<file path="src/rtl/irs3_dac_scheduler_pkg.sv">
// Shared constants, FSM state type and helpers for the IRS3 DAC scheduler.
// Optional readback verification is enabled with the macro IRS3_DAC_READBACK_EN.
package irs3_pkg;

    localparam int IRS3_NBITS       = 145;
    localparam int IRS3_CLR_TICKS   = 2;
    localparam int IRS3_LATCH_TICKS = 2;

    typedef enum logic [2:0] {
        CLEAR,
        IDLE,
        SHIFT,
        LATCH,
        VERIFY,
        DONE
    } irs3_state_e;

    // One-hot acknowledge vector for a requester index.
    function automatic logic [1:0] irs3_onehot(input logic idx);
        return idx ? 2'b10 : 2'b01;
    endfunction

endpackage

</file>
<file path="src/rtl/irs3_dac_scheduler_if.sv">
// Requester-side bus of the IRS3 DAC scheduler: requests, patterns and status.
// The master modport is the requester side, the slave modport the scheduler.
interface irs3_dac_scheduler_if #(
    parameter int NBITS = 145
);
    logic [1:0]       req;
    logic [NBITS-1:0] pat0;
    logic [NBITS-1:0] pat1;
    logic [1:0]       ack;
    logic             busy;
    logic             grant;
    logic             verify_err;

    modport master (
        output req, pat0, pat1,
        input  ack, busy, grant, verify_err
    );

    modport slave (
        input  req, pat0, pat1,
        output ack, busy, grant, verify_err
    );
endinterface

</file>
<file path="src/rtl/irs3_dac_scheduler_tick_gen.sv">
// Tick-enable divider: one CLK-wide pulse every HALF_PERIOD+1 CLK cycles.
// The counter runs freely from reset so tick phase is fixed relative to RST.
module irs3_tick_gen #(
    parameter int HALF_PERIOD = 255
) (
    input  logic i_clk,
    input  logic i_rst,
    output logic o_tick
);
    logic [7:0] r_cnt;
    logic       w_wrap;

    assign w_wrap = (r_cnt == 8'(HALF_PERIOD));
    assign o_tick = w_wrap;

    // Free-running divide counter, wrapping at HALF_PERIOD.
    always_ff @(posedge i_clk) begin
        // NOTE: sequential state uses <= so every flop samples pre-edge values.
        if (i_rst) begin
            r_cnt <= '0;
        end else if (w_wrap) begin
            r_cnt <= '0;
        end else begin
            r_cnt <= r_cnt + 8'd1;
        end
    end
endmodule

</file>
<file path="src/rtl/irs3_dac_scheduler.sv">
// Round-robin arbitrated loader for the IRS3 145-bit DAC shift register.
// Serializes the granted pattern on SCLK/SIN (MSB first) and latches with PCLK.
// Define IRS3_DAC_READBACK_EN to add the SHOUT readback verify pass.
module irs3_dac_scheduler
    import irs3_pkg::*;
#(
    parameter int HALF_PERIOD = 255,
    parameter int NBITS       = IRS3_NBITS
) (
    input  logic                i_clk,
    input  logic                i_rst,
    irs3_dac_scheduler_if.slave io_bus,
    output logic                o_sclk,
    output logic                o_sin,
    output logic                o_pclk,
    output logic                o_regclr,
    input  logic                i_shout
);
    localparam int CW = $clog2(NBITS);

    irs3_state_e      r_state,   w_nxt_state;
    logic             r_grant,   w_nxt_grant;
    logic [NBITS-1:0] r_shreg,   w_nxt_shreg;
    logic [CW-1:0]    r_bit_cnt, w_nxt_bit_cnt;
    logic [1:0]       r_tcnt,    w_nxt_tcnt;
    logic             r_phase_b, w_nxt_phase_b;
    logic             r_sclk,    w_nxt_sclk;
    logic             r_sin,     w_nxt_sin;
    logic             r_pclk,    w_nxt_pclk;
    logic             r_regclr,  w_nxt_regclr;
    logic             w_tick;
    logic             w_win;
`ifdef IRS3_DAC_READBACK_EN
    logic [NBITS-1:0] r_rb,      w_nxt_rb;
    logic             r_verr,    w_nxt_verr;
`else
    logic             w_unused_shout;
    assign w_unused_shout = i_shout;
`endif

    irs3_tick_gen #(.HALF_PERIOD(HALF_PERIOD)) u_tick_gen (
        .i_clk  (i_clk),
        .i_rst  (i_rst),
        .o_tick (w_tick)
    );

    // Round-robin pick: with both requests pending, the one not granted last wins.
    always_comb begin
        w_win = io_bus.req[1];
        if (io_bus.req == 2'b11) begin
            w_win = ~r_grant;
        end
    end

    // Next-state and next-pin logic; pins only move on ticks.
    always_comb begin
        // NOTE: every next-value signal gets its default first; a branch that skipped one would infer a latch.
        w_nxt_state   = r_state;
        w_nxt_grant   = r_grant;
        w_nxt_shreg   = r_shreg;
        w_nxt_bit_cnt = r_bit_cnt;
        w_nxt_tcnt    = r_tcnt;
        w_nxt_phase_b = r_phase_b;
        w_nxt_sclk    = r_sclk;
        w_nxt_sin     = r_sin;
        w_nxt_pclk    = r_pclk;
        w_nxt_regclr  = r_regclr;
`ifdef IRS3_DAC_READBACK_EN
        w_nxt_rb      = r_rb;
        w_nxt_verr    = r_verr;
`endif
        unique case (r_state)
            CLEAR: begin
                if (w_tick) begin
                    if (r_tcnt == 2'(IRS3_CLR_TICKS - 1)) begin
                        w_nxt_regclr = 1'b0;
                        w_nxt_tcnt   = '0;
                        w_nxt_state  = IDLE;
                    end else begin
                        w_nxt_tcnt = r_tcnt + 2'd1;
                    end
                end
            end
            IDLE: begin
                if (|io_bus.req) begin
                    w_nxt_grant   = w_win;
                    w_nxt_shreg   = w_win ? io_bus.pat1 : io_bus.pat0;
                    w_nxt_bit_cnt = '0;
                    w_nxt_phase_b = 1'b0;
                    w_nxt_state   = SHIFT;
`ifdef IRS3_DAC_READBACK_EN
                    w_nxt_rb      = w_win ? io_bus.pat1 : io_bus.pat0;
                    w_nxt_verr    = 1'b0;
`endif
                end
            end
            SHIFT: begin
                if (w_tick) begin
                    if (!r_phase_b) begin
                        w_nxt_sin     = r_shreg[NBITS-1];
                        w_nxt_sclk    = 1'b0;
                        w_nxt_phase_b = 1'b1;
                    end else begin
                        w_nxt_sclk    = 1'b1;
                        w_nxt_shreg   = {r_shreg[NBITS-2:0], 1'b0};
                        w_nxt_phase_b = 1'b0;
                        if (r_bit_cnt == CW'(NBITS - 1)) begin
                            w_nxt_bit_cnt = '0;
                            w_nxt_tcnt    = '0;
                            w_nxt_state   = LATCH;
                        end else begin
                            w_nxt_bit_cnt = r_bit_cnt + 1'b1;
                        end
                    end
                end
            end
            LATCH: begin
                if (w_tick) begin
                    if (r_tcnt == 2'd0) begin
                        w_nxt_sclk = 1'b0;
                        w_nxt_pclk = 1'b1;
                        w_nxt_tcnt = 2'd1;
                    end else if (r_tcnt == 2'(IRS3_LATCH_TICKS)) begin
                        w_nxt_pclk = 1'b0;
                        w_nxt_tcnt = '0;
`ifdef IRS3_DAC_READBACK_EN
                        w_nxt_state = VERIFY;
`else
                        w_nxt_state = DONE;
`endif
                    end else begin
                        w_nxt_tcnt = r_tcnt + 2'd1;
                    end
                end
            end
`ifdef IRS3_DAC_READBACK_EN
            VERIFY: begin
                // Clock out the chip contents with zero SIN; SCLK is left high after
                // the last rise and drops on the next load's first tick.
                if (w_tick) begin
                    if (!r_phase_b) begin
                        w_nxt_sin     = 1'b0;
                        w_nxt_sclk    = 1'b0;
                        w_nxt_phase_b = 1'b1;
                    end else begin
                        w_nxt_sclk    = 1'b1;
                        w_nxt_phase_b = 1'b0;
                        w_nxt_rb      = {r_rb[NBITS-2:0], 1'b0};
                        if (i_shout != r_rb[NBITS-1]) begin
                            w_nxt_verr = 1'b1;
                        end
                        if (r_bit_cnt == CW'(NBITS - 1)) begin
                            w_nxt_bit_cnt = '0;
                            w_nxt_state   = DONE;
                        end else begin
                            w_nxt_bit_cnt = r_bit_cnt + 1'b1;
                        end
                    end
                end
            end
`endif
            DONE: begin
                w_nxt_state = IDLE;
            end
            default: begin
                w_nxt_state = IDLE;
            end
        endcase
    end

    // State and pin registers; RST aborts any load and restarts the REGCLR pulse.
    always_ff @(posedge i_clk) begin
        if (i_rst) begin
            r_state   <= CLEAR;
            r_grant   <= 1'b1;
            r_shreg   <= '0;
            r_bit_cnt <= '0;
            r_tcnt    <= '0;
            r_phase_b <= 1'b0;
            r_sclk    <= 1'b0;
            r_sin     <= 1'b0;
            r_pclk    <= 1'b0;
            r_regclr  <= 1'b1;
`ifdef IRS3_DAC_READBACK_EN
            r_rb      <= '0;
            r_verr    <= 1'b0;
`endif
        end else begin
            r_state   <= w_nxt_state;
            r_grant   <= w_nxt_grant;
            r_shreg   <= w_nxt_shreg;
            r_bit_cnt <= w_nxt_bit_cnt;
            r_tcnt    <= w_nxt_tcnt;
            r_phase_b <= w_nxt_phase_b;
            r_sclk    <= w_nxt_sclk;
            r_sin     <= w_nxt_sin;
            r_pclk    <= w_nxt_pclk;
            r_regclr  <= w_nxt_regclr;
`ifdef IRS3_DAC_READBACK_EN
            r_rb      <= w_nxt_rb;
            r_verr    <= w_nxt_verr;
`endif
        end
    end

    assign o_sclk   = r_sclk;
    assign o_sin    = r_sin;
    assign o_pclk   = r_pclk;
    assign o_regclr = r_regclr;

    assign io_bus.ack   = (r_state == DONE) ? irs3_onehot(r_grant) : 2'b00;
    assign io_bus.busy  = (r_state == SHIFT) || (r_state == LATCH) || (r_state == VERIFY);
    assign io_bus.grant = r_grant;
`ifdef IRS3_DAC_READBACK_EN
    assign io_bus.verify_err = r_verr;
`else
    assign io_bus.verify_err = 1'b0;
`endif
endmodule

</file>
<file path="src/flat_wrapper.sv">
// flat-port wrapper written by rule: the top's interface ports become plain ports
module irs3_dac_scheduler_flat import irs3_pkg::*;
#(
    parameter int HALF_PERIOD = 255,
    parameter int NBITS       = IRS3_NBITS
)
  (i_clk, i_rst, o_sclk, o_sin, o_pclk, o_regclr, i_shout, io_bus_req, io_bus_pat0, io_bus_pat1, io_bus_ack, io_bus_busy, io_bus_grant, io_bus_verify_err);
  irs3_dac_scheduler_if #(.NBITS(NBITS)) io_bus_i ();
  input  logic i_clk;
  input  logic i_rst;
  output logic o_sclk;
  output logic o_sin;
  output logic o_pclk;
  output logic o_regclr;
  input  logic i_shout;
  input wire logic [$bits(io_bus_i.req)-1:0] io_bus_req;
  input wire logic [$bits(io_bus_i.pat0)-1:0] io_bus_pat0;
  input wire logic [$bits(io_bus_i.pat1)-1:0] io_bus_pat1;
  output wire logic [$bits(io_bus_i.ack)-1:0] io_bus_ack;
  output wire logic [$bits(io_bus_i.busy)-1:0] io_bus_busy;
  output wire logic [$bits(io_bus_i.grant)-1:0] io_bus_grant;
  output wire logic [$bits(io_bus_i.verify_err)-1:0] io_bus_verify_err;
  assign io_bus_i.req = io_bus_req;
  assign io_bus_i.pat0 = io_bus_pat0;
  assign io_bus_i.pat1 = io_bus_pat1;
  assign io_bus_ack = io_bus_i.ack;
  assign io_bus_busy = io_bus_i.busy;
  assign io_bus_grant = io_bus_i.grant;
  assign io_bus_verify_err = io_bus_i.verify_err;
  irs3_dac_scheduler #(.HALF_PERIOD(HALF_PERIOD), .NBITS(NBITS)) u_core (.i_clk(i_clk), .i_rst(i_rst), .io_bus(io_bus_i), .o_sclk(o_sclk), .o_sin(o_sin), .o_pclk(o_pclk), .o_regclr(o_regclr), .i_shout(i_shout));
endmodule
</file>
<file path="config.mk">
export PLATFORM = sky130hd
export DESIGN_NAME = irs3_dac_scheduler_flat
export DESIGN_NICKNAME = d
export VERILOG_FILES = /design/src/rtl/irs3_dac_scheduler_pkg.sv /design/src/rtl/irs3_dac_scheduler_if.sv /design/src/rtl/irs3_dac_scheduler_tick_gen.sv /design/src/rtl/irs3_dac_scheduler.sv /design/src/flat_wrapper.sv
export SDC_FILE = /design/constraint.sdc
export NUM_CORES = 1
export LEC_CHECK = 0
export BUFFER_PORTS_ARGS = -buffer_cell sky130_fd_sc_hd__buf_2
export CORE_AREA = 2 2 128 130
export CTS_BUF_LIST = sky130_fd_sc_hd__clkbuf_4 sky130_fd_sc_hd__clkbuf_8
export DETAILED_ROUTE_END_ITERATION = 7
export DIE_AREA = 0 0 130 132
export PLACE_DENSITY = 0.87
export SYNTH_ARGS = -nofsm -noshare
export SYNTH_HDL_FRONTEND = slang
export SYNTH_SLANG_ARGS = --single-unit
</file>
<file path="constraint.sdc">
create_clock -name i_clk -period 5.1 [get_ports i_clk]
set_clock_uncertainty 0.15 [all_clocks]
set_input_delay 1.02 -clock i_clk [delete_from_list [all_inputs] [get_ports i_clk]]
set_output_delay 1.02 -clock i_clk [all_outputs]
set_load 0.03 [all_outputs]
</file>
---- Yosys cells after proc, flatten, opt, wreduce, memory -nomap -nowiden ----
Cells that the tools add are included.
operators by class
  bitwise operators ....................... 2
  equality and inequality tests ........... 20
  reductions and logical operators ........ 19
  mux-type cells .......................... 43
  add/sub/neg operators ................... 3
operator list
  cell                                                    number
  2-to-1 mux 145 bit                                      4
  one-hot mux 145 bit (2 select lines)                    1
  2-to-1 mux 8 bit                                        4
  2-to-1 mux 3 bit                                        9
  2-to-1 mux 2 bit                                        10
  adder 8 x 1 -> 8 bit (second input constant)            2
  equality test 8 bit (second input constant)             2
  one-hot mux 8 bit (2 select lines)                      1
  inequality test 2 x 1 -> 1 bit (second input constant)  6
  one-hot mux 3 bit (4 select lines)                      1
  AND reduction 3 bit                                     4
  2-to-1 mux 1 bit                                        10
  AND reduction 9 bit                                     1
  inequality test 2 bit (second input constant)           4
  AND reduction 4 bit                                     2
  equality test 3 x 2 -> 1 bit (second input constant)    2
  equality test 3 bit (second input constant)             2
  one-hot mux 2 bit (3 select lines)                      1
  AND reduction 6 bit                                     1
  nonzero test 2 bit                                      3
  equality test 2 bit (second input constant)             2
  one-hot mux 1 bit (2 select lines)                      2
  OR reduction 2 bit                                      2
  equality test 3 x 1 -> 1 bit (second input constant)    1
  other kinds (8)                                         10
word-level totals
  bits in registers ....................... 172

---- Longest topological paths before layout ----
Gate-level depths: netlist of run 1.
  depth in word-level cells ............... 5
  gate-level depth with buffers ........... 9
  gate-level depth less buffers ........... 7

---- Hierarchy ----
Synthesis of run 1 repeated with hierarchy kept, for this count alone.
second synthesis, totals
  cells, all modules ...................... 989
  area, all modules ....................... 9,092.5 sq um
by module, submodules not included
  module              area each (sq um)  sequential area each (sq um)  times used  cells each
  irs3_dac_scheduler  8,754.6            3,283.1                       1           950
  irs3_tick_gen       337.8              160.2                         1           39

---- Worst setup path after synthesis of run 1 ----
Ideal clock, no wire load.
  path type ............................... input port to flip-flop
  from .................................... in io_bus_req[1]
  to ...................................... reg u_core.r_shreg[73]
  setup time .............................. 117 ps
  stages .................................. 6
  buffers on the path ..................... 2
  arrival ................................. 2,382 ps
  setup slack ............................. 2,452 ps
  path through ............................ a21boi_1 clkbuf_1 buf_1 mux2i_1 o21ai_0 a22o_1
on the way
  word-level cells in the longest chain between the ends .. 5
  elaborated cells between the ends (all ways) .. 8
  those cells by class .................... 2 x eq/ne; 4 x mux; 2 x reduce/logical
RTL lines
  what                                  line                       text
  start: declaration                    flat_wrapper.sv:16         input wire logic [$bits(io_bus_i.req)-1:0] io_bus_req;
  equality test 2 bit                   irs3_dac_scheduler.sv:50   if (io_bus.req == 2'b11) begin
  2-to-1 mux 1 bit                      irs3_dac_scheduler.sv:50
  2-to-1 mux 145 bit                    irs3_dac_scheduler.sv:87   w_nxt_shreg = w_win ? io_bus.pat1 : io_bus.pat0;
  2-to-1 mux 145 bit                    irs3_dac_scheduler.sv:85   if (|io_bus.req) begin
  one-hot mux 145 bit (2 select lines)  irs3_dac_scheduler.sv:72   unique case (r_state)
  end signal: assignment                irs3_dac_scheduler.sv:191  r_shreg <= w_nxt_shreg;
  end: declaration                      irs3_dac_scheduler.sv:23   logic [NBITS-1:0] r_shreg, w_nxt_shreg;
Parallel ways exist; a longest one is shown, timed or not. The select of a mux whose other input is x is not followed.
A chain may end at the register's enable or synchronous reset.

---- Worst setup path in the final report of run 1 ----
  from .................................... in io_bus_req[1]
  to ...................................... reg u_core.r_shreg[99]
Same word-level chain as after synthesis.

==> results of run 1 <==
[registers in the layout, indices dropped and copies added, names as in the netlist]
| signal | count |
|---|---|
| u_core.io_bus.grant | 1 |
| u_core.o_sclk | 1 |
| u_core.u_tick_gen.r_cnt | 8 |
| u_core.r_tcnt | 2 |
| u_core.r_phase_b | 1 |
| u_core.o_regclr | 1 |
| u_core.r_bit_cnt | 8 |
| u_core.o_sin | 1 |
| u_core.r_state | 3 |
| u_core.r_shreg | 145 |
| u_core.o_pclk | 1 |
[through the flow]
step	worst slack (ns)	utilization [%]
6_report	2.17	67.8
3_3_place_gp	1.75	65.1
2_1_floorplan	2.45	-
4_1_cts	2.22	67.8
5_1_grt	2.03	67.8
3_5_place_dp	1.75	65.1
[worst reg2reg max path: cells and delay by family (launching register included)]
kind	cells	cell delay (ns)
buffers and inverters	1	0.70
adder cells (fa/ha/maj)	1	0.27
AND/OR/NAND/NOR	3	0.60
flip-flops	1	0.37
AO/OA/AOI/OAI	2	0.55
[layout make-up]
class                      instances  area, µm²  area share [%]
sequential                       172       3440            32.3
clock inverter                     6        111            1.05
timing repair buffer             312       1650            15.5
clock buffer                      23        304            2.86
tap                              216        270            2.54
multi-input combinational        711       4840            45.4
inverter                           8       30.0           0.282
[path summary, 6_finish.rpt]
check / startpoint / endpoint / slack (ns) / depth (start not counted)
max: io_bus_req[1] / u_core.r_shreg[99] / 2.17 / 6
min: u_core.r_shreg[0] / u_core.r_shreg[0] / 0.32 / 2
max reg2reg: u_core.u_tick_gen.r_cnt[0] / u_core.r_bit_cnt[0] / 2.37 / 7
min reg2reg: u_core.r_shreg[0] / u_core.r_shreg[0] / 0.32 / 2
[report_power, final]
group	switching [W]	leakage, nW	internal (W)	total, W
Combinational	0.000142	2.78	0.000162	0.000303
Sequential	0.00000228	1.39	0.00134	0.00135
Clock	0.000456	0.211	0.000540	0.000997
Total	0.000600	4.37	0.00205	0.00265
[routing by layer]
| metal | up-vias | share of wire (%) | track usage, % |
|---|---|---|---|
| met3 | 31 | 5.3 | 4.99 |
| li1 | 4050 | - | - |
| met1 | 3625 | 43 | 29.6 |
| met5 | - | 0.062 | 0 |
| met4 | 2 | 1.4 | 6.57 |
| met2 | 246 | 50 | 41.2 |
[kinds of logic after synthesis]
kind of cell	after synthesis
AOI/OAI and AO/OA	333
adders and majority gates	3
DFF	172
muxes	146
and+or+nand+nor	223
buffers and inverters	96
other	1
xor gates and xnor gates	5
[cells in the mapped netlist (4+ instances only)]
master	count
a22o_1	144
clkbuf_1	41
nand3_1	8
o21ai_0	155
buf_2	29
mux2i_1	146
dfxtp_1	172
nor3_1	7
and3_1	4
nor2_1	18
nand2_1	159
a21oi_1	12
buf_1	16
inv_1	8
==> metrics.txt, run 1 <==
status complete, no violations; grt total ovfl 0; post-synthesis cell area 8660 µm²; Worst Path Required 5.33 ns; CTS buffer count 17; total track usage 23.7%; Cell variety after synth 52; Max Root-Sink Buffers 2; Top delay family on crit path compound AO/OA/AOI/OAI gates; Final min period 2.93 ns; Final TNS setup 0 ns; RePlAce Congestion 0.808; Post-Syn Area per Cell 8.85 µm²; I/O pins 304; Post-synth top flop dfxtp_1; Worst setup SP type input port; slowest CP cell o31a_4; RSZ-0062 raised after global routing no; CP Class in2reg; final hold viol count 0; vias in the first global route 7,360; drt drc 0; Layout area overhead 22.9%; most common cell after layout, fill and taps aside buf_2; DR iter-0 viols 435; Post-Synth Adder-Cell Area 0.433%; hpwl dp 14,800 µm; Cells after DPL 1,419; # port buffers 301; slowest stage delay, CP 0.74 ns; post-synth top area cell dfxtp_1; largest family of logic cells by synthesized area compound AO/OA/AOI/OAI gates; clock latency on the worst-skew pair 0.44 ns; HP Class reg2reg; per-cell routed wire length 14.6 µm; Synth Instances 979; final std cells w/o fill 1,448; fin nets 1,520; worst hold slack 0.320 ns; via density per instance 5.49; Simple-Gate Fraction of Synth Area 11.4%; PwrDens 248 nW/µm²; initial antenna violation count 1; starting density of the core 55.1%; worst vdd ir 0.000146 V; Leakage Power 4.37 nW; syn nets 1,277; fin crit share 57.4%; Fill cells 1,238; Routed WL 21,100 µm; synth warn 0; CTS tree yes; Antenna diodes 0; post-cts sizing count 0; Worst setup EP type flip-flop; first-pass GRT wire length 33,400 µm; Tightest Pin Transition 1.14 ns; # setup viols final 0; die width 130 µm; Detail Route Antenna Nets 0; share of Yosys cell area claimed by the top area cell type 39.7%; hold buffer count at CTS 0; post-synthesis xor/xnor area fraction 0.505%; Die Y 132 µm; fin area 10,600 µm²; CP bufs+invs 2; core area 15,700 µm²; Overall Power 0.00265 W; max-slew violations 0; multiplexer share of the synthesized area 16.9%; Vias 7,954; # Post-CTS Setup Buffers 0; Post-synth EDFFs 0; CP cell instances buf_2, or2_2, a21oi_1, o31a_4, buf_12, a22o_1; Post-synth ARST share 0%; die area 17,200 µm²; Arrival @ worst endpoint 3.16 ns; Clock Pin Slew Worst Setup and Hold Paths 0.08 ns; post-synthesis compound-gate area fraction 26.3%; register area share after synthesis 39.7%; layout cells sized above 1 29.1%; drt pass-1 iters 5; CTS sink count 172; Crit Path Max Fanout 78; Synth area leaders dfxtp_1 (40%), mux2i_1 (17%), a22o_1 (15%), o21ai_0 (9.0%), nand2_1 (6.9%); Placed Area 10,200 µm²; post-synthesis register bit count 172; Slew HR 23.5%; H-tree Lvls 4; f_max 342 MHz; most frequent cells in the layout buf_2 (301), dfxtp_1 (172), nand2_1 (159), o21ai_0 (155), mux2i_1 (146); CTS root buffer clkbuf_8; Rows 46; largest net degree at the start of global routing 293; Max Cap Viol 0
Note: power is estimated with default switching activity, not from simulation.
==> run 2: changes to the inputs <==
- CORE_AREA: 2 2 128 130 -> 2 2 133 135
- DIE_AREA: 0 0 130 132 -> 0 0 135 137
- PLACE_DENSITY: 0.87 -> 0.81
- clock period: 5.1 -> 2.9 ns (I/O delays scaled with it)
==> metrics.txt, run 2 (same netlist as run 1, synthesis figures left out) <==
I/O pins 304 (unchanged); Max Cap Viol 0 (unchanged); total track usage 22.1% (was 23.7%); RSZ-0062 raised after global routing no (unchanged); Clock Pin Slew Worst Setup and Hold Paths 0.10 ns (was 0.08 ns); CTS tree yes (unchanged); f_max 396 MHz; drt pass-1 iters 5 (unchanged); CTS root buffer clkbuf_8 (unchanged); PwrDens 425 nW/µm² (was 248 nW/µm²); fin nets 1,527 (was 1,520); Rows 48 (was 46); Worst setup EP type flip-flop (unchanged); Die Y 137 µm (was 132 µm); Worst setup SP type flip-flop (was input port); Top Layer Used met5 (unchanged); CP cell instances ha_1, nand4_4, o31a_1, or4_4, or3b_1, a21oi_1 (was buf_2, or2_2, a21oi_1, o31a_4, buf_12, a22o_1); HP Class reg2reg (unchanged); WL met1 9130 µm (was 9080 µm); Final TNS setup 0 ns (unchanged); Core Util, Final 62.9% (was 67.8%); top flop regs u_core.r_shreg: 145 flops, u_core.r_bit_cnt: 8 flops, u_core.u_tick_gen.r_cnt: 8 flops (unchanged); CP Class reg2reg (was in2reg); Max Root-Sink Buffers 2 (unchanged); H-tree Lvls 4 (unchanged); Slew HR 62.1% (was 23.5%); starting density of the core 50.8% (was 55.1%); Biggest register u_core.r_shreg (unchanged); via density per instance 5.39 (was 5.49); layout cells sized above 1 29.7% (was 29.1%); die area 18,500 µm² (was 17,200 µm²); max-slew violations 0 (unchanged); # setup viols final 0 (unchanged); Worst Path Required 3.13 ns (was 5.33 ns); Antenna diodes 0 (unchanged); per-cell routed wire length 14.2 µm (was 14.6 µm); # Post-CTS Setup Buffers 0 (unchanged); Top delay family on crit path simple AND/OR/NAND/NOR gates (was compound AO/OA/AOI/OAI gates); met2 WL 10,300 µm (was 10,600 µm); fin crit share 87.1%; most common cell after layout, fill and taps aside buf_2 (unchanged); CP bufs+invs 0 (was 2); Vias 7,902 (was 7,954); CTS sink count 172 (unchanged); flop-to-flop setup slack 0.37 ns (was 2.37 ns); worst vdd ir 0.000264 V (was 0.000146 V); core area 17,100 µm² (was 15,700 µm²); post-cts sizing count 0 (unchanged); clock latency on the worst-skew pair 0.46 ns (was 0.44 ns); hpwl dp 14,900 µm (was 14,800 µm); Leakage Power 4.41 nW (was 4.37 nW); initial antenna violation count 1 (unchanged); CTS buffer count 17 (unchanged); met3 wire len 1110 µm (about the same); grt total ovfl 0 (unchanged); max reg flops 145 (unchanged); Layout area overhead 23.9% (was 22.9%); # port buffers 301 (unchanged); drt drc 0 (unchanged); Final min period 2.53 ns; first-pass GRT wire length 33,100 µm (was 33,400 µm); Setup WS pre-CTS 0.421 ns (was 1.75 ns); hold buffer count at CTS 0 (unchanged); Routed WL 20,800 µm (was 21,100 µm); final hold viol count 0 (unchanged); worst setup margin 0.374 ns (was 2.17 ns); Crit Path Max Fanout 7 (was 78); slowest CP cell or4_4 (was o31a_4); slowest stage delay, CP 0.57 ns (was 0.74 ns); largest net degree at the start of global routing 154 (was 293); most frequent cells in the layout buf_2 (301), dfxtp_1 (172), nand2_1 (159), o21ai_0 (155), mux2i_1 (146) (unchanged); Tightest Pin Transition 0.568 ns (was 1.14 ns); RePlAce Congestion 0.845 (was 0.808); DR iter-0 viols 386 (was 435); vias in the first global route 7,062 (was 7,360); Arrival @ worst endpoint 2.76 ns (was 3.16 ns); die width 135 µm (was 130 µm); Overall Power 0.00456 W (was 0.00265 W); status complete, no violations (unchanged); Detail Route Antenna Nets 0 (unchanged)
==> run 2: metal layers <==
metal  up-vias  GRT usage, %
li1       4068             -
met2       205          37.5
met1      3602          28.0
met3        25          5.22
met4         2          6.25
met5         -             0
==> run 2: worst min-delay path: stages, from the launching register on <==
cell and delay [ns]:
dfxtp_1 0.33, o31ai_1 0.06, nand2_1 0.05
==> run 2: power by group <==
part	leakage, nW	internal, W	switching [W]
logic	2.82	0.000289	0.000249
clock network	0.198	0.000746	0.000907
registers	1.39	0.00236	0.00000390
total	4.41	0.00340	0.00116
==> run 2: area by class of cell <==
type	count	area (µm²)
repair buffers	319	1750
well taps	225	282
inverters	8	30.0
clock inverters	12	128
clock buffers	20	263
multi-input cells	711	4840
flip-flops and latches	172	3440
fillers	1436	6320
==> run 2: path summary, 6_finish.rpt <==
check                             start                  end  cells past startpoint
max reg2reg  u_core.u_tick_gen.r_cnt[0]  u_core.r_bit_cnt[2]                      6
min reg2reg             u_core.o_regclr      u_core.o_regclr                      2
max          u_core.u_tick_gen.r_cnt[0]  u_core.r_bit_cnt[2]                      6
min                     u_core.o_regclr      u_core.o_regclr                      2
==> run 2: through the flow <==
| step | cells | area, µm² | hold WS, ns |
|---|---|---|---|
| floorplan | 979 | 8660 | 0.270 |
| global placement | 1435 | 10300 | 0.305 |
| detailed placement | 1435 | 10300 | 0.298 |
| CTS | 1467 | 10700 | 0.298 |
| global route | 1467 | 10700 | 0.299 |
| finish | 1467 | 10700 | 0.327 |
